==> config.mk <==
export PLATFORM = sky130hd
export DESIGN_NAME = calc_op_sequencer_flat
export DESIGN_NICKNAME = d
export VERILOG_FILES = /design/src/rtl/calc_pkg.sv /design/src/rtl/calc_op_sequencer_if.sv /design/src/rtl/calc_timeout_counter.sv /design/src/rtl/calc_op_sequencer.sv /design/src/flat_wrapper.sv
export SDC_FILE = /design/constraint.sdc
export NUM_CORES = 1
export LEC_CHECK = 0
export BUFFER_PORTS_ARGS = -buffer_cell sky130_fd_sc_hd__buf_2
export CORE_MARGIN = 5
export CORE_UTILIZATION = 50
export CTS_BUF_LIST = sky130_fd_sc_hd__clkbuf_16
export CTS_CLUSTER_SIZE = 20
export DETAILED_ROUTE_END_ITERATION = 12
export PLACE_DENSITY = 0.92
export REMOVE_ABC_BUFFERS = 1
export SLEW_MARGIN = 20
export SYNTH_ARGS = -nofsm -noshare
export SYNTH_HDL_FRONTEND = slang
export SYNTH_SLANG_ARGS = --single-unit
==> constraint.sdc <==
create_clock -name clk -period 3.74 [get_ports clk]
set_clock_uncertainty 0.15 [all_clocks]
set_input_delay 0.374 -clock clk [delete_from_list [all_inputs] [get_ports clk]]
set_output_delay 0.374 -clock clk [all_outputs]
set_load 0.1 [all_outputs]
==> src/rtl/calc_pkg.sv <==
// Shared definitions for the calculator operation sequencer: opcodes, error codes, FSM states.
// Latency: n/a (constants and pure functions only).
// Backpressure: n/a.
package calc_pkg;

  localparam int OPND_W = 4;
  localparam int ERR_W  = 8;

  localparam logic [OPND_W-1:0] OP_ADD = 4'h1;
  localparam logic [OPND_W-1:0] OP_SUB = 4'h2;
  localparam logic [OPND_W-1:0] OP_MUL = 4'h3;
  localparam logic [OPND_W-1:0] OP_DIV = 4'h4;

  localparam logic [ERR_W-1:0] ERR_OP     = 8'h01;
  localparam logic [ERR_W-1:0] ERR_DIV0   = 8'h02;
  localparam logic [ERR_W-1:0] ERR_CMP_TO = 8'h03;
  localparam logic [ERR_W-1:0] ERR_ALU_TO = 8'h04;

  typedef enum logic [2:0] {
    IDLE     = 3'd0,
    LOAD     = 3'd1,
    WAIT_CMP = 3'd2,
    DISPATCH = 3'd3,
    WAIT_ALU = 3'd4,
    RESULT   = 3'd5
  } state_t;

  function automatic logic op_is_legal(input logic [OPND_W-1:0] op);
    return (op == OP_ADD) || (op == OP_SUB) || (op == OP_MUL) || (op == OP_DIV);
  endfunction

endpackage

==> src/rtl/calc_op_sequencer_if.sv <==
// Bundle of every handshake/bus signal between the sequencer and its neighbours.
// Latency: n/a (wires only). Ports: keypad side (in_*, nr_coded), complement stage (cmp_*),
// ALU (alu_*), display side (res_*), status (busy). slave = sequencer view, master = environment view.
interface calc_op_sequencer_if #(
  parameter int NR_W  = 4,
  parameter int RES_W = 8
);
  logic                 in_valid;
  logic                 in_ready;
  logic [3*NR_W-1:0]    nr_coded;

  logic                 cmp_sel;
  logic [3*NR_W-1:0]    cmp_data;
  logic                 cmp_finish;
  logic [NR_W-1:0]      cmp_first;
  logic [NR_W-1:0]      cmp_second;
  logic [NR_W-1:0]      cmp_oper;

  logic                 alu_start;
  logic [NR_W-1:0]      alu_a;
  logic [NR_W-1:0]      alu_b;
  logic [NR_W-1:0]      alu_op;
  logic                 alu_done;
  logic [RES_W-1:0]     alu_result;

  logic                 res_valid;
  logic                 res_ready;
  logic [RES_W-1:0]     res_data;
  logic                 res_err;

  logic                 busy;

  modport slave (
    input  in_valid, nr_coded,
    output in_ready,
    output cmp_sel, cmp_data,
    input  cmp_finish, cmp_first, cmp_second, cmp_oper,
    output alu_start, alu_a, alu_b, alu_op,
    input  alu_done, alu_result,
    output res_valid, res_data, res_err,
    input  res_ready,
    output busy
  );

  modport master (
    output in_valid, nr_coded,
    input  in_ready,
    input  cmp_sel, cmp_data,
    output cmp_finish, cmp_first, cmp_second, cmp_oper,
    input  alu_start, alu_a, alu_b, alu_op,
    output alu_done, alu_result,
    input  res_valid, res_data, res_err,
    output res_ready,
    input  busy
  );

endinterface

==> src/rtl/calc_timeout_counter.sv <==
// Saturating 8-bit wait timer shared by both wait states; timeout_o flags the TIMEOUT_CYC-th waited cycle.
// Latency: timeout_o is combinational from the count register; clear/enable take effect next cycle.
// Backpressure: none. Ports: clk, rst (async active-low), clr_i, en_i, timeout_o.
module calc_timeout_counter #(
  parameter int TIMEOUT_CYC = 15
) (
  input  logic clk,
  input  logic rst,
  input  logic clr_i,
  input  logic en_i,
  output logic timeout_o
);

  logic [7:0] cnt_q;
  logic [7:0] cnt_d;

  always_comb begin
    cnt_d = cnt_q;
    if (clr_i) begin
      cnt_d = '0;
    end else if (en_i && (cnt_q != 8'hFF)) begin
      cnt_d = cnt_q + 8'd1;
    end
  end

  always_ff @(posedge clk or negedge rst) begin
    if (!rst) begin
      cnt_q <= '0;
    end else begin
      cnt_q <= cnt_d;
    end
  end

  // cnt_q counts the wait cycles already completed, so +1 includes the current
  // one: the state is left after exactly TIMEOUT_CYC cycles of waiting.
  assign timeout_o = (({1'b0, cnt_q} + 9'd1) >= 9'(TIMEOUT_CYC));

endmodule

==> src/rtl/calc_op_sequencer.sv <==
// Control FSM for one calculator operation: accept expression, run complement stage, dispatch to ALU, return result/error.
// Latency: cmp_sel 1 cycle after accept, alu_start Tc+2, res_valid 1 cycle after alu_done; error paths skip the ALU.
// Backpressure: one op in flight; in_ready low while busy; result held in RESULT until res_ready.
// Ports: clk, rst (async active-low), bus (calc_op_sequencer_if.slave, all handshake and data signals).
module calc_op_sequencer
  import calc_pkg::*;
#(
  parameter int NR_W        = 4,
  parameter int RES_W       = 8,
  parameter int TIMEOUT_CYC = 15
) (
  input  logic                  clk,
  input  logic                  rst,
  calc_op_sequencer_if.slave    bus
);

  state_t               state_q, state_d;
  logic [3*NR_W-1:0]    cmp_data_q, cmp_data_d;
  logic [NR_W-1:0]      alu_a_q, alu_a_d;
  logic [NR_W-1:0]      alu_b_q, alu_b_d;
  logic [NR_W-1:0]      alu_op_q, alu_op_d;
  logic [RES_W-1:0]     res_data_q, res_data_d;
  logic                 res_err_q, res_err_d;
  logic                 fin_prev_q, fin_prev_d;

  logic                 tmr_clr;
  logic                 tmr_en;
  logic                 tmo;
  logic                 cmp_done;
  logic                 op_bad;
  logic                 div_zero;

  logic                 in_ready;
  logic                 cmp_sel;
  logic                 alu_start;
  logic                 res_valid;
  logic                 busy;

  calc_timeout_counter #(
    .TIMEOUT_CYC (TIMEOUT_CYC)
  ) u_timer (
    .clk       (clk),
    .rst       (rst),
    .clr_i     (tmr_clr),
    .en_i      (tmr_en),
    .timeout_o (tmo)
  );

  assign tmr_clr = (state_q == LOAD) || (state_q == DISPATCH);
  assign tmr_en  = (state_q == WAIT_CMP) || (state_q == WAIT_ALU);

  // The edge register is zero outside LOAD/WAIT_CMP and samples cmp_finish from
  // LOAD onward, so a finish level left high by the previous operation is seen
  // as "already high" in the first wait cycle and must drop before it counts.
  assign fin_prev_d = ((state_q == LOAD) || (state_q == WAIT_CMP)) ? bus.cmp_finish : 1'b0;
  assign cmp_done   = (state_q == WAIT_CMP) && bus.cmp_finish && !fin_prev_q;
  assign op_bad     = !op_is_legal(bus.cmp_oper);
  assign div_zero   = (bus.cmp_oper == OP_DIV) && (bus.cmp_second == '0);

  // State register
  always_ff @(posedge clk or negedge rst) begin
    if (!rst) begin
      state_q <= IDLE;
    end else begin
      state_q <= state_d;
    end
  end

  // Next-state logic; done is tested ahead of timeout so it wins a tie.
  always_comb begin
    state_d = state_q;
    unique case (state_q)
      IDLE:     if (bus.in_valid) state_d = LOAD;
      LOAD:     state_d = WAIT_CMP;
      WAIT_CMP: begin
        if (cmp_done) begin
          state_d = (op_bad || div_zero) ? RESULT : DISPATCH;
        end else if (tmo) begin
          state_d = RESULT;
        end
      end
      DISPATCH: state_d = WAIT_ALU;
      WAIT_ALU: if (bus.alu_done || tmo) state_d = RESULT;
      RESULT:   if (bus.res_ready) state_d = IDLE;
      default:  state_d = IDLE;
    endcase
  end

  // Outputs decoded from the current state only.
  always_comb begin
    in_ready  = (state_q == IDLE);
    cmp_sel   = (state_q == LOAD);
    alu_start = (state_q == DISPATCH);
    res_valid = (state_q == RESULT);
    busy      = (state_q != IDLE);
  end

  // Datapath next-state: operand capture and result/error selection.
  always_comb begin
    cmp_data_d = cmp_data_q;
    alu_a_d    = alu_a_q;
    alu_b_d    = alu_b_q;
    alu_op_d   = alu_op_q;
    res_data_d = res_data_q;
    res_err_d  = res_err_q;

    if ((state_q == IDLE) && bus.in_valid) begin
      cmp_data_d = bus.nr_coded;
    end

    if (cmp_done) begin
      alu_a_d  = bus.cmp_first;
      alu_b_d  = bus.cmp_second;
      alu_op_d = bus.cmp_oper;
      if (op_bad) begin
        res_data_d = RES_W'(ERR_OP);
        res_err_d  = 1'b1;
      end else if (div_zero) begin
        res_data_d = RES_W'(ERR_DIV0);
        res_err_d  = 1'b1;
      end
    end else if ((state_q == WAIT_CMP) && tmo) begin
      res_data_d = RES_W'(ERR_CMP_TO);
      res_err_d  = 1'b1;
    end

    if (state_q == WAIT_ALU) begin
      if (bus.alu_done) begin
        res_data_d = bus.alu_result;
        res_err_d  = 1'b0;
      end else if (tmo) begin
        res_data_d = RES_W'(ERR_ALU_TO);
        res_err_d  = 1'b1;
      end
    end
  end

  always_ff @(posedge clk or negedge rst) begin
    if (!rst) begin
      cmp_data_q <= '0;
      alu_a_q    <= '0;
      alu_b_q    <= '0;
      alu_op_q   <= '0;
      res_data_q <= '0;
      res_err_q  <= 1'b0;
      fin_prev_q <= 1'b0;
    end else begin
      cmp_data_q <= cmp_data_d;
      alu_a_q    <= alu_a_d;
      alu_b_q    <= alu_b_d;
      alu_op_q   <= alu_op_d;
      res_data_q <= res_data_d;
      res_err_q  <= res_err_d;
      fin_prev_q <= fin_prev_d;
    end
  end

  assign bus.in_ready  = in_ready;
  assign bus.cmp_sel   = cmp_sel;
  assign bus.cmp_data  = cmp_data_q;
  assign bus.alu_start = alu_start;
  assign bus.alu_a     = alu_a_q;
  assign bus.alu_b     = alu_b_q;
  assign bus.alu_op    = alu_op_q;
  assign bus.res_valid = res_valid;
  assign bus.res_data  = res_data_q;
  assign bus.res_err   = res_err_q;
  assign bus.busy      = busy;

endmodule

==> src/flat_wrapper.sv <==
// flat-port wrapper written by rule: the top's interface ports become plain ports
module calc_op_sequencer_flat import calc_pkg::*;
#(
  parameter int NR_W        = 4,
  parameter int RES_W       = 8,
  parameter int TIMEOUT_CYC = 15
)
  (clk, rst, bus_in_valid, bus_nr_coded, bus_in_ready, bus_cmp_sel, bus_cmp_data, bus_cmp_finish, bus_cmp_first, bus_cmp_second, bus_cmp_oper, bus_alu_start, bus_alu_a, bus_alu_b, bus_alu_op, bus_alu_done, bus_alu_result, bus_res_valid, bus_res_data, bus_res_err, bus_res_ready, bus_busy);
  calc_op_sequencer_if #(.NR_W(NR_W), .RES_W(RES_W)) bus_i ();
  input  logic clk;
  input  logic rst;
  input wire logic [$bits(bus_i.in_valid)-1:0] bus_in_valid;
  input wire logic [$bits(bus_i.nr_coded)-1:0] bus_nr_coded;
  output wire logic [$bits(bus_i.in_ready)-1:0] bus_in_ready;
  output wire logic [$bits(bus_i.cmp_sel)-1:0] bus_cmp_sel;
  output wire logic [$bits(bus_i.cmp_data)-1:0] bus_cmp_data;
  input wire logic [$bits(bus_i.cmp_finish)-1:0] bus_cmp_finish;
  input wire logic [$bits(bus_i.cmp_first)-1:0] bus_cmp_first;
  input wire logic [$bits(bus_i.cmp_second)-1:0] bus_cmp_second;
  input wire logic [$bits(bus_i.cmp_oper)-1:0] bus_cmp_oper;
  output wire logic [$bits(bus_i.alu_start)-1:0] bus_alu_start;
  output wire logic [$bits(bus_i.alu_a)-1:0] bus_alu_a;
  output wire logic [$bits(bus_i.alu_b)-1:0] bus_alu_b;
  output wire logic [$bits(bus_i.alu_op)-1:0] bus_alu_op;
  input wire logic [$bits(bus_i.alu_done)-1:0] bus_alu_done;
  input wire logic [$bits(bus_i.alu_result)-1:0] bus_alu_result;
  output wire logic [$bits(bus_i.res_valid)-1:0] bus_res_valid;
  output wire logic [$bits(bus_i.res_data)-1:0] bus_res_data;
  output wire logic [$bits(bus_i.res_err)-1:0] bus_res_err;
  input wire logic [$bits(bus_i.res_ready)-1:0] bus_res_ready;
  output wire logic [$bits(bus_i.busy)-1:0] bus_busy;
  assign bus_i.in_valid = bus_in_valid;
  assign bus_i.nr_coded = bus_nr_coded;
  assign bus_in_ready = bus_i.in_ready;
  assign bus_cmp_sel = bus_i.cmp_sel;
  assign bus_cmp_data = bus_i.cmp_data;
  assign bus_i.cmp_finish = bus_cmp_finish;
  assign bus_i.cmp_first = bus_cmp_first;
  assign bus_i.cmp_second = bus_cmp_second;
  assign bus_i.cmp_oper = bus_cmp_oper;
  assign bus_alu_start = bus_i.alu_start;
  assign bus_alu_a = bus_i.alu_a;
  assign bus_alu_b = bus_i.alu_b;
  assign bus_alu_op = bus_i.alu_op;
  assign bus_i.alu_done = bus_alu_done;
  assign bus_i.alu_result = bus_alu_result;
  assign bus_res_valid = bus_i.res_valid;
  assign bus_res_data = bus_i.res_data;
  assign bus_res_err = bus_i.res_err;
  assign bus_i.res_ready = bus_res_ready;
  assign bus_busy = bus_i.busy;
  calc_op_sequencer #(.NR_W(NR_W), .RES_W(RES_W), .TIMEOUT_CYC(TIMEOUT_CYC)) u_core (.clk(clk), .rst(rst), .bus(bus_i));
endmodule
==> parameters.txt, run 1 <==
Parameter                              Value

STA
  Tightest slew margin relative to the limit ... 0.6291
  Total setup violations reported at the end of the flow ... 0
  Final hold viol count ... 0
  Number of pins exceeding their max-slew limit in the final report ... 0
  RSZ-0062 raised after global routing ... no
  Shortest period the worst path allows ... roughly 2.3 ns
  Period utilization ... 0.6151
  Worst-Margin Slew ... ~0.55 ns
  Sum of negative setup slack ... 0 ns
  Min setup slack post-route ... 1.439 ns
  Maximum frequency from static timing analysis ... between 400 and 500 MHz

Yosys
  Fraction of the yosys area taken by sequential cells ... 0.5211
  Number of synthesized register bits ... between 40 and 50
  Most used standard cell by instance count after synthesis ... sky130_fd_sc_hd__dfrtp_1
  Mean post-synth cell area ... roughly 11 sq um
  Synth Cell Area ... between 2000 and 2500 sq um
  Cell types occupying the most area after synthesis ... sky130_fd_sc_hd__dfrtp_1 (52%), sky130_fd_sc_hd__mux2_2 (13%), sky130_fd_sc_hd__nand2_1 (2.6%)
  Top cells by instance count after synthesis ... sky130_fd_sc_hd__dfrtp_1 (45), sky130_fd_sc_hd__mux2_2 (24), sky130_fd_sc_hd__nand2_1 (15)
  EDFF count, synth ... 0
  Most frequently used flop master after synthesis ... sky130_fd_sc_hd__dfrtp_1
  Async SR Flop Fraction ... 1.000
  Count of mapped cells out of synthesis ... between 150 and 200
  Largest area contributor in the synthesized netlist ... sky130_fd_sc_hd__dfrtp_1
  Number of different library cells in the post-synthesis netlist ... 43
  Share of Yosys cell area claimed by the top area cell type ... 0.5211
  Number of synthesis warnings ... 0

Floorplanning
  Total core area ... roughly 4300 sq um
  Site row count ... 24
  Chip width ... 75.74 um
  I/O pin total ... 76
  Die Area ... approximately 5700 sq um
  Starting Density ... 0.5067
  DIE HEIGHT ... 75.74 um

Clock tree
  H-Tree Depth ... 2
  Clock tree from TritonCTS ... yes
  Clock tree root driver cell ... sky130_fd_sc_hd__clkbuf_16
  Clk pin slew, worst setup/hold paths ... about 0.060 ns
  Number of sinks handled by clock tree synthesis ... 45
  Max Buffers Root-to-Sink ... 2
  Total CTS buffers ... 5
  Clock Latency Late Sink ... ~0.28 ns
  Post-CTS setup buffer count ... 0
  Number of cells upsized or downsized after cts ... 0

Setup path
  Setup slack of the most critical reg-to-reg path ... ~1.4 ns
  Largest stage delay, worst path ... ~0.46 ns
  Critical Path RT ... 3.81 ns
  Worst Setup Start Kind ... flop
  Category of the worst setup path capture point ... flop
  Crit path kind ... flop to flop
  Data arrival, critical path ... roughly 2.4 ns
  Critical path buffer and inverter count ... 0
  Largest driver fanout on the critical path ... 7
  Cell type of the slowest stage on the worst timing path ... sky130_fd_sc_hd__o41ai_2
  Crit-path leading delay family ... compound AO/OA/AOI/OAI gates
  Critical path cell sequence ... ha_1, xor2_1, a211oi_1, nor3_2, o41ai_2, and2_4, a22o_2

Run
  Max-cap violation count ... 0

Finish
  Fraction of layout cells with a size suffix above 1 ... 0.4478
  Final nets ... slightly above 300
  # diodes ... 0
  Area grow syn2layout ... 26.98%

Route
  Routed wire length per instance ... 14.81 um
  Via-per-instance ratio ... around 5.5
  First-pass detailed-route iteration total ... 4
  Wire length reported by the detailed router ... between 4000 and 5000 um
  Via count ... 1770
  Remaining antenna violation count ... 0
  DRC ... 0
  Number of DRC markers after the initial detailed-route iteration ... about 120

GRT
  Pin count of the biggest net entering global routing ... 46
  Overall routing resource usage ... 0.1761
  Vias in the first global route ... around 1800
  Total global routing overflow ... 0
  Wire length of the first global-routing pass ... 7776 um
  Initial antenna violation count ... 0

Placement
  Setup slack at placement ... 1.457 ns
  Port Buffer Count ... 75
  Final weighted congestion in routability-driven placement ... ~0.79
  Post-DP HPWL ... 3655 um

Status
  Result of the run ... completed

Hold path
  Worst hold path class ... primary input to flop
==> metal layers <==
metal,track usage,routed length (um),vias up
li1,-,-,852
met1,0.2192,1960,856
met3,0.06464,382,9
met4,0.04854,68,0
met5,0,0,-
met2,0.2880,2329,53
==> layout by cell type, fill, tap and decap left out, types with 2 or more instances in the layout <==
| cell type | n |
|---|---|
| sky130_fd_sc_hd__nand2b_1 | 3 |
| sky130_fd_sc_hd__and3_1 | 3 |
| sky130_fd_sc_hd__clkbuf_16 | 5 |
| sky130_fd_sc_hd__nor3_1 | 5 |
| sky130_fd_sc_hd__a21oi_1 | 9 |
| sky130_fd_sc_hd__buf_4 | 2 |
| sky130_fd_sc_hd__and2_1 | 3 |
| sky130_fd_sc_hd__inv_1 | 5 |
| sky130_fd_sc_hd__nor2b_1 | 2 |
| sky130_fd_sc_hd__a31oi_1 | 3 |
| sky130_fd_sc_hd__mux2_2 | 24 |
| sky130_fd_sc_hd__nand3_1 | 3 |
| sky130_fd_sc_hd__o21bai_1 | 2 |
| sky130_fd_sc_hd__ha_1 | 2 |
| sky130_fd_sc_hd__a22o_2 | 5 |
| sky130_fd_sc_hd__o31ai_1 | 6 |
| sky130_fd_sc_hd__nand2_1 | 15 |
| sky130_fd_sc_hd__nor2_1 | 11 |
| sky130_fd_sc_hd__or3_1 | 2 |
| sky130_fd_sc_hd__dfrtp_1 | 45 |
| sky130_fd_sc_hd__xnor2_1 | 2 |
| sky130_fd_sc_hd__o41ai_1 | 3 |
| sky130_fd_sc_hd__o221ai_1 | 2 |
| sky130_fd_sc_hd__buf_2 | 74 |
| sky130_fd_sc_hd__o41ai_2 | 2 |
| sky130_fd_sc_hd__o21ai_0 | 11 |
==> state kept, by name (all words and copies together), names as in the netlist <==
register              cells
u_core.bus.alu_a          4
u_core.bus.alu_b          4
u_core.bus.alu_op         4
u_core.bus.cmp_data      12
u_core.bus.res_data       8
u_core.bus.res_err        1
u_core.fin_prev_q         1
u_core.state_q            3
u_core.u_timer.cnt_q      8
==> cell type report <==
class	count	area [sq um]
Tap cell	52	65.06
Multi-Input combinational cell	134	979.7
Clock buffer	5	125.1
Timing Repair Buffer	77	395.4
Clock inverter	3	37.54
Fill cell	341	1520
Inverter	4	15.01
Sequential cell	45	1126
==> stage by stage <==
step | cell area, sq um | utilization | hold WS, ns | cells
after global routing | 2744 | 0.6435 | 0.1642 | 320
after global placement | 2569 | 0.6024 | 0.3323 | 311
after CTS | 2731 | 0.6406 | 0.1396 | 319
after detailed placement | 2569 | 0.6024 | 0.3318 | 311
after floorplan | 2121 | - | -0.07159 | 183
final | 2744 | 0.6435 | 0.1617 | 320
==> worst paths after layout <==
check	from	end	cells after the start
worst max-delay path	u_core.u_timer.cnt_q[0]	u_core.bus.res_data[7]	7
worst min-delay path	bus_res_ready	u_core.state_q[0]	2
worst max register to register	u_core.u_timer.cnt_q[0]	u_core.bus.res_data[7]	7
worst min register to register	u_core.bus.alu_op[2]	u_core.bus.alu_op[2]	1
max in group asynchronous	rst	u_core.u_timer.cnt_q[0]	2
min in group asynchronous	rst	u_core.u_timer.cnt_q[7]	2
==> timing repair <==
action | in CTS | in global routing
setup endpoints to repair | 0 | 0
hold buffers | 0 | 1
hold endpoints to repair | 0 | 45
==> kinds of logic after synthesis <==
logic type	share of synthesized area
AND/OR/NAND/NOR	0.1355
AO/OA/AOI/OAI	0.1691
flip-flops	0.5211
multiplexers	0.1251
buffers and inverters	0.02547
XOR/XNOR	0.01216
adder cells (fa/ha/maj)	0.01158
==> worst register-to-register path, stage by stage, from the launching register on <==
cell                       delay (ns)
sky130_fd_sc_hd__dfrtp_1         0.44
sky130_fd_sc_hd__ha_1            0.28
sky130_fd_sc_hd__xor2_1          0.16
sky130_fd_sc_hd__a211oi_1        0.29
sky130_fd_sc_hd__nor3_2          0.10
sky130_fd_sc_hd__o41ai_2         0.46
sky130_fd_sc_hd__and2_4          0.25
sky130_fd_sc_hd__a22o_2          0.13
Power of run 1 is not shown: default switching activity piles up to over one toggle a cycle in this logic, so the estimate is an artifact.
==> run 2: changes to the inputs <==
Settings changed: CORE_UTILIZATION 50 to 49, PLACE_DENSITY 0.92 to 0.91.
Clock period 3.74 ns to 2.2 ns, I/O delays scaled along.
==> parameters.txt, run 2 (same netlist as run 1, synthesis figures left out) <==
Parameter                              Value

STA
  Maximum frequency from static timing analysis ... 446.8 MHz
  Final hold viol count ... 1
  RSZ-0062 raised after global routing ... yes
  Sum of negative setup slack ... -0.09864 ns
  Total setup violations reported at the end of the flow ... 5
  Min setup slack post-route ... -0.03826 ns
  Worst-Margin Slew ... 0.4977 ns
  Number of pins exceeding their max-slew limit in the final report ... 0
  Shortest period the worst path allows ... roughly 2.2 ns
  Post-Route Hold Slack ... -0.0007926 ns
  Period utilization ... 1.017
  Tightest slew margin relative to the limit ... 0.6705

GRT
  Grt peak-use layer ... met2
  Overall routing resource usage ... 0.1828
  Pin count of the biggest net entering global routing ... 20
  Met2 track utilization from global routing ... 0.3057
  Global-route met3 utilization ... 0.05556
  Met1 routing resource usage after global routing ... 0.2328
  Vias in the first global route ... 1923
  Wire length of the first global-routing pass ... just under 9000 um
  Total global routing overflow ... 0
  Initial antenna violation count ... 0

Route
  Via-per-instance ratio ... around 5.6
  First-pass detailed-route iteration total ... 4
  Routed wire length per instance ... approximately 16 um
  Via count ... ~1900
  Remaining antenna violation count ... 0
  Wire length reported by the detailed router ... between 5000 and 6000 um
  DRC ... 0
  Number of DRC markers after the initial detailed-route iteration ... about 100

Setup path
  Largest stage delay, worst path ... around 0.46 ns
  Reg2reg end ... u_core.bus.res_data[6]
  Critical Path RT ... 2.27 ns
  Depth of the worst register-to-register path ... 7
  Data arrival, critical path ... roughly 2.3 ns
  Timing startpoint of the critical path ... u_core.u_timer.cnt_q[1]
  Worst Setup Start Kind ... flop
  Setup slack of the most critical reg-to-reg path ... -0.04 ns
  Crit path kind ... flop to flop
  Critical path cell sequence ... ha_4, xor2_1, a211oi_2, nor3_4, o41ai_4, and2_4, a22o_2
  Largest driver fanout on the critical path ... 5
  Category of the worst setup path capture point ... flop
  Worst setup path endpoint ... u_core.bus.res_data[6]
  Cell type of the slowest stage on the worst timing path ... sky130_fd_sc_hd__dfrtp_2
  RR Startpoint ... u_core.u_timer.cnt_q[1]

Finish
  # diodes ... 0
  Filler cell count in the final layout ... between 300 and 400
  Area grow syn2layout ... 36.36%
  Final nets ... about 320
  Commonest cells after routing, fill and taps aside ... sky130_fd_sc_hd__buf_2 (75), sky130_fd_sc_hd__dfrtp_1 (43), sky130_fd_sc_hd__mux2_2 (24), sky130_fd_sc_hd__nand2_1 (15), sky130_fd_sc_hd__buf_4 (12)
  Most frequent standard cell in the layout excluding fill and tap cells ... sky130_fd_sc_hd__buf_2
  Max FFs per register ... 12
  Fraction of layout cells with a size suffix above 1 ... 0.5071

Placement
  Port Buffer Count ... 75
  Post-DP HPWL ... ~4000 um
  Final weighted congestion in routability-driven placement ... about 0.80
  Setup slack at placement ... -0.08642 ns

Floorplanning
  Total core area ... ~4300 sq um
  Chip width ... around 76 um
  Starting Density ... 0.4997
  Die Area ... a little under 6000 sq um
  DIE HEIGHT ... 76.41 um
  Site row count ... 24
  I/O pin total ... 76

Clock tree
  Number of sinks handled by clock tree synthesis ... 45
  Total CTS buffers ... 5
  Max Buffers Root-to-Sink ... 2
  Clock tree from TritonCTS ... yes
  Clock tree root driver cell ... sky130_fd_sc_hd__clkbuf_16
  Clk pin slew, worst setup/hold paths ... roughly 0.060 ns
  Clock Latency Late Sink ... approximately 0.28 ns
  H-Tree Depth ... 2

Status
  Result of the run ... finished, violations left
  Failing checks ... hold timing, setup timing

Hold path
  Worst hold path class ... primary input to flop

Run
  Max-cap violation count ... 0
==> run 2: cell types whose count changed in the layout (fill, tap and decap cells not counted), moves of 2 or more <==
cell                      change
sky130_fd_sc_hd__buf_4       +10
sky130_fd_sc_hd__a22o_2       -3
sky130_fd_sc_hd__a22o_4       +3
sky130_fd_sc_hd__dfrtp_1      -2
sky130_fd_sc_hd__dfrtp_2      +2
sky130_fd_sc_hd__ha_1         -2
sky130_fd_sc_hd__ha_4         +2
sky130_fd_sc_hd__o21ai_0      -2
sky130_fd_sc_hd__o21ai_1      +2
==> run 2: layout make-up <==
cell class	instances	area, sq um	area share
sequential	45	1129	0.3830
multi-input combinational	134	1089	0.3694
timing repair buffer	89	486.7	0.1652
clock buffer	5	125.1	0.04246
tap	52	65.06	0.02208
clock inverter	3	37.54	0.01274
inverter	4	15.01	0.005096
==> run 2: stage by stage <==
stage,instances,hold slack [ns],utilization,cell area [sq um]
3_3_place_gp,321,-0.03265,0.6114,2644
6_report,332,-0.0007926,0.6814,2947
4_1_cts,330,0.004162,0.6563,2838
2_1_floorplan,183,-0.2256,-,2121
5_1_grt,332,0.01015,0.6814,2947
3_5_place_dp,321,-0.03383,0.6114,2644
==> run 2: routing by layer <==
layer	vias to the layer above	share of wire
met5	-	0
met4	0	0.0057
met3	4	0.074
met2	77	0.51
met1	898	0.41
li1	879	-
==> run 2: worst min-delay path by stage <==
stage / cells after the start / from / slack, ns / end
4_1_cts: 2 / bus_res_ready / 0.004 / u_core.state_q[0]
3_5_place_dp: 1 / rst / -0.03 / u_core.u_timer.cnt_q[2]
5_1_grt: 2 / bus_alu_result[7] / 0.01 / u_core.bus.res_data[7]
2_1_floorplan: 0 / rst / -0.23 / u_core.bus.alu_a[0]
3_3_place_gp: 1 / rst / -0.03 / u_core.u_timer.cnt_q[2]
6_report: 2 / bus_res_ready / -0.0008 / u_core.state_q[0]
==> run 2: critical path, delay by kind of cell (launching register included) <==
kind / cells / cell delay [ns]
AOI/OAI and AO/OA: 3 / 0.86
xor gates and xnor gates: 1 / 0.16
adders and majority gates: 1 / 0.20
DFF: 1 / 0.46
and+or+nand+nor: 2 / 0.36
==> run 2: timing repair <==
item,in CTS,in global routing
hold buffers,1,0
pin swaps,0,1
setup buffers,0,2
endpoints found under the setup margin,11,12
cloned,0,0
endpoints found under the hold margin,11,0
resized for setup,3,19
Power of run 2 is left out for the same reason.
==> run 3: changes to the inputs <==
Settings changed: CORE_UTILIZATION 49 to 50, SYNTH_HIERARCHICAL set to 1.
==> parameters.txt, run 3 <==
Parameter                              Value

Setup path
  Worst Setup Start Kind ... flop
  Reg2reg end ... u_core/state_q[0]
  Data arrival, critical path ... roughly 2.2 ns
  Largest stage delay, worst path ... about 0.43 ns
  Category of the worst setup path capture point ... flop
  RR Startpoint ... u_core/u_timer/cnt_q[1]
  Cell occurring most often along the worst timing path ... sky130_fd_sc_hd__buf_4
  Setup slack of the most critical reg-to-reg path ... -0.01 ns
  Largest driver fanout on the critical path ... 4
  Depth of the worst register-to-register path ... 9
  Critical Path RT ... around 2.2 ns
  Crit path kind ... flop to flop
  Critical path cell sequence ... ha_2, and3_4, mux2i_1, o311ai_1, buf_4, buf_4, o21ai_2, a21boi_1, o22ai_1
  Cell type of the slowest stage on the worst timing path ... sky130_fd_sc_hd__dfrtp_1

Floorplanning
  Die Area ... ~6200 sq um
  Chip width ... about 79 um
  Starting Density ... 0.5070
  Site row count ... 25
  DIE HEIGHT ... 78.52 um
  I/O pin total ... 76
  Total core area ... 4629 sq um

Yosys
  EDFF count, synth ... 0
  Count of mapped cells out of synthesis ... 205
  Number of different library cells in the post-synthesis netlist ... 56
  Async SR Flop Fraction ... 1.000
  Top cells by instance count after synthesis ... sky130_fd_sc_hd__dfrtp_1 (45), sky130_fd_sc_hd__nand2_1 (15), sky130_fd_sc_hd__nor2_1 (13)
  Cell types occupying the most area after synthesis ... sky130_fd_sc_hd__dfrtp_1 (48%), sky130_fd_sc_hd__mux2_4 (6.4%), sky130_fd_sc_hd__mux2_1 (5.3%)
  Mean post-synth cell area ... approximately 11 sq um
  Number of synthesis warnings ... 6
  Most used standard cell by instance count after synthesis ... sky130_fd_sc_hd__dfrtp_1
  Largest area contributor in the synthesized netlist ... sky130_fd_sc_hd__dfrtp_1
  Share of Yosys cell area claimed by the top area cell type ... 0.4797
  Most frequently used flop master after synthesis ... sky130_fd_sc_hd__dfrtp_1
  Synth Cell Area ... between 2000 and 2500 sq um
  Fraction of the yosys area taken by sequential cells ... 0.4797
  Number of synthesized register bits ... 45

Status
  Failing checks ... setup timing
  Result of the run ... finished, violations left

Run
  Max-cap violation count ... 0

Clock tree
  Clock Latency Late Sink ... 0.28 ns
  Total CTS buffers ... 5
  Max Buffers Root-to-Sink ... 2
  Clock tree from TritonCTS ... yes
  Clk pin slew, worst setup/hold paths ... around 0.060 ns
  Number of sinks handled by clock tree synthesis ... between 40 and 50
  H-Tree Depth ... 2
  Clock tree root driver cell ... sky130_fd_sc_hd__clkbuf_16

STA
  Tightest slew margin relative to the limit ... 0.6178
  Total setup violations reported at the end of the flow ... 3
  Final hold viol count ... 0
  Number of pins exceeding their max-slew limit in the final report ... 0
  Maximum frequency from static timing analysis ... 451.7 MHz
  Worst-Margin Slew ... between 0.5 and 0.6 ns
  Min setup slack post-route ... -0.01398 ns
  Sum of negative setup slack ... -0.02972 ns
  RSZ-0062 raised after global routing ... yes
  Period utilization ... 1.006
  Shortest period the worst path allows ... 2.214 ns

Placement
  Post-DP HPWL ... between 4000 and 5000 um
  Final weighted congestion in routability-driven placement ... between 0.9 and 1
  Placed Cells incl. Taps ... between 300 and 400
  Port Buffer Count ... 75
  Instance area after placement ... roughly 2900 sq um

Finish
  Area grow syn2layout ... 35.02%
  Layout Utilization ... 0.6846
  Max FFs per register ... 12
  # diodes ... 0
  Final cell count without fillers ... ~360
  Fraction of layout cells with a size suffix above 1 ... 0.4686
  Commonest cells after routing, fill and taps aside ... sky130_fd_sc_hd__buf_2 (73), sky130_fd_sc_hd__dfrtp_1 (44), sky130_fd_sc_hd__buf_4 (17), sky130_fd_sc_hd__nand2_1 (15), sky130_fd_sc_hd__nor2_1 (12)
  Most frequent standard cell in the layout excluding fill and tap cells ... sky130_fd_sc_hd__buf_2
  Final nets ... between 300 and 400
  Finished Cell Area ... 3169 sq um

Hold path
  Hold-critical path depth ... 2
  Worst hold path class ... primary input to flop
  Origin of the worst min-delay path ... bus_cmp_first[3]
  Destination of the worst hold path ... u_core/bus.alu_a[3]

GRT
  Vias in the first global route ... between 2000 and 2500
  Wire length of the first global-routing pass ... 9639 um
  Initial antenna violation count ... 0
  Total global routing overflow ... 0
  Pin count of the biggest net entering global routing ... 22
  Overall routing resource usage ... 0.1958

Route
  Remaining antenna violation count ... 0
  Wire length reported by the detailed router ... between 6000 and 7000 um
  Via-per-instance ratio ... ~5.5
  DRC ... 0
  Routed wire length per instance ... 16.88 um
  Via count ... a little under 2000
  First-pass detailed-route iteration total ... 4
  Number of DRC markers after the initial detailed-route iteration ... 141
## run 3: cell count changes in the layout (fill, tap and decap cells not counted), moves of 6 or more
cell and change:
sky130_fd_sc_hd__mux2_2 -16, sky130_fd_sc_hd__inv_1 +6, sky130_fd_sc_hd__mux2_1 +11, sky130_fd_sc_hd__o21ai_0 -6, sky130_fd_sc_hd__mux2_4 +10, sky130_fd_sc_hd__nor2b_1 +7
## run 3: worst max path at each step
stage / from / to / slack, ns
global placement: u_core/u_timer/cnt_q[0] / u_core/bus.res_data[3] / 0.002
finish: u_core/u_timer/cnt_q[1] / u_core/state_q[0] / -0.01
global route: u_core/u_timer/cnt_q[1] / u_core/state_q[0] / -0.09
floorplan: u_core/u_timer/cnt_q[0] / u_core/bus.res_data[2] / -0.30
detailed placement: u_core/u_timer/cnt_q[0] / u_core/bus.res_data[7] / -0.07
CTS: u_core/u_timer/cnt_q[0] / u_core/bus.res_data[7] / 0.02
## run 3: per-stage QoR
step,hold slack [ns],setup WS (ns)
after floorplan,-0.2256,-0.3038
after global placement,0.05353,0.002327
after detailed placement,0.04925,-0.07323
after CTS,0.001334,0.01986
after global routing,-0.007893,-0.08698
final,0.004959,-0.01398
## run 3: layout make-up
type,instances,area (sq um)
fillers,333,1460
multi-input cells,140,1186
flip-flops and latches,45,1127
repair buffers,99,604.3
clock buffers,5,125.1
well taps,54,67.56
inverters,11,41.29
clock inverters,3,17.52
## run 3: metal layers
layer | vias up | track usage | share of wire
met3 | 12 | 0.05734 | 0.055
li1 | 919 | - | -
met4 | 0 | 0.07343 | 0.019
met2 | 74 | 0.3531 | 0.54
met5 | - | 0 | 0
met1 | 951 | 0.2157 | 0.38
## run 3: cells by family after synthesis
kind of cell	Yosys count	share of synthesized area
AO/OA/AOI/OAI	43	0.1381
buffers and inverters	20	0.04584
adder cells (fa/ha/maj)	2	0.01066
XOR/XNOR	2	0.007464
flip-flops	45	0.4797
multiplexers	31	0.1636
AND/OR/NAND/NOR	62	0.1546
## run 3: what timing repair did
action / CTS / global route
buffers inserted: 1 / 3
endpoints found under the hold margin: 24 / 0
hold buffers: 6 / 0
setup endpoints to repair: 7 / 10
resized for setup: 6 / 12
pin swaps: 2 / 6
## run 3: worst max-delay path: cells and delay by family (launching register included)
| family | cells | cell delay, ns |
|---|---|---|
| multiplexers | 1 | 0.18 |
| flip-flops | 1 | 0.43 |
| AO/OA/AOI/OAI | 4 | 0.58 |
| buffers and inverters | 2 | 0.33 |
| AND/OR/NAND/NOR | 1 | 0.19 |
| adder cells (fa/ha/maj) | 1 | 0.22 |
Power of run 3 is left out for the same reason.
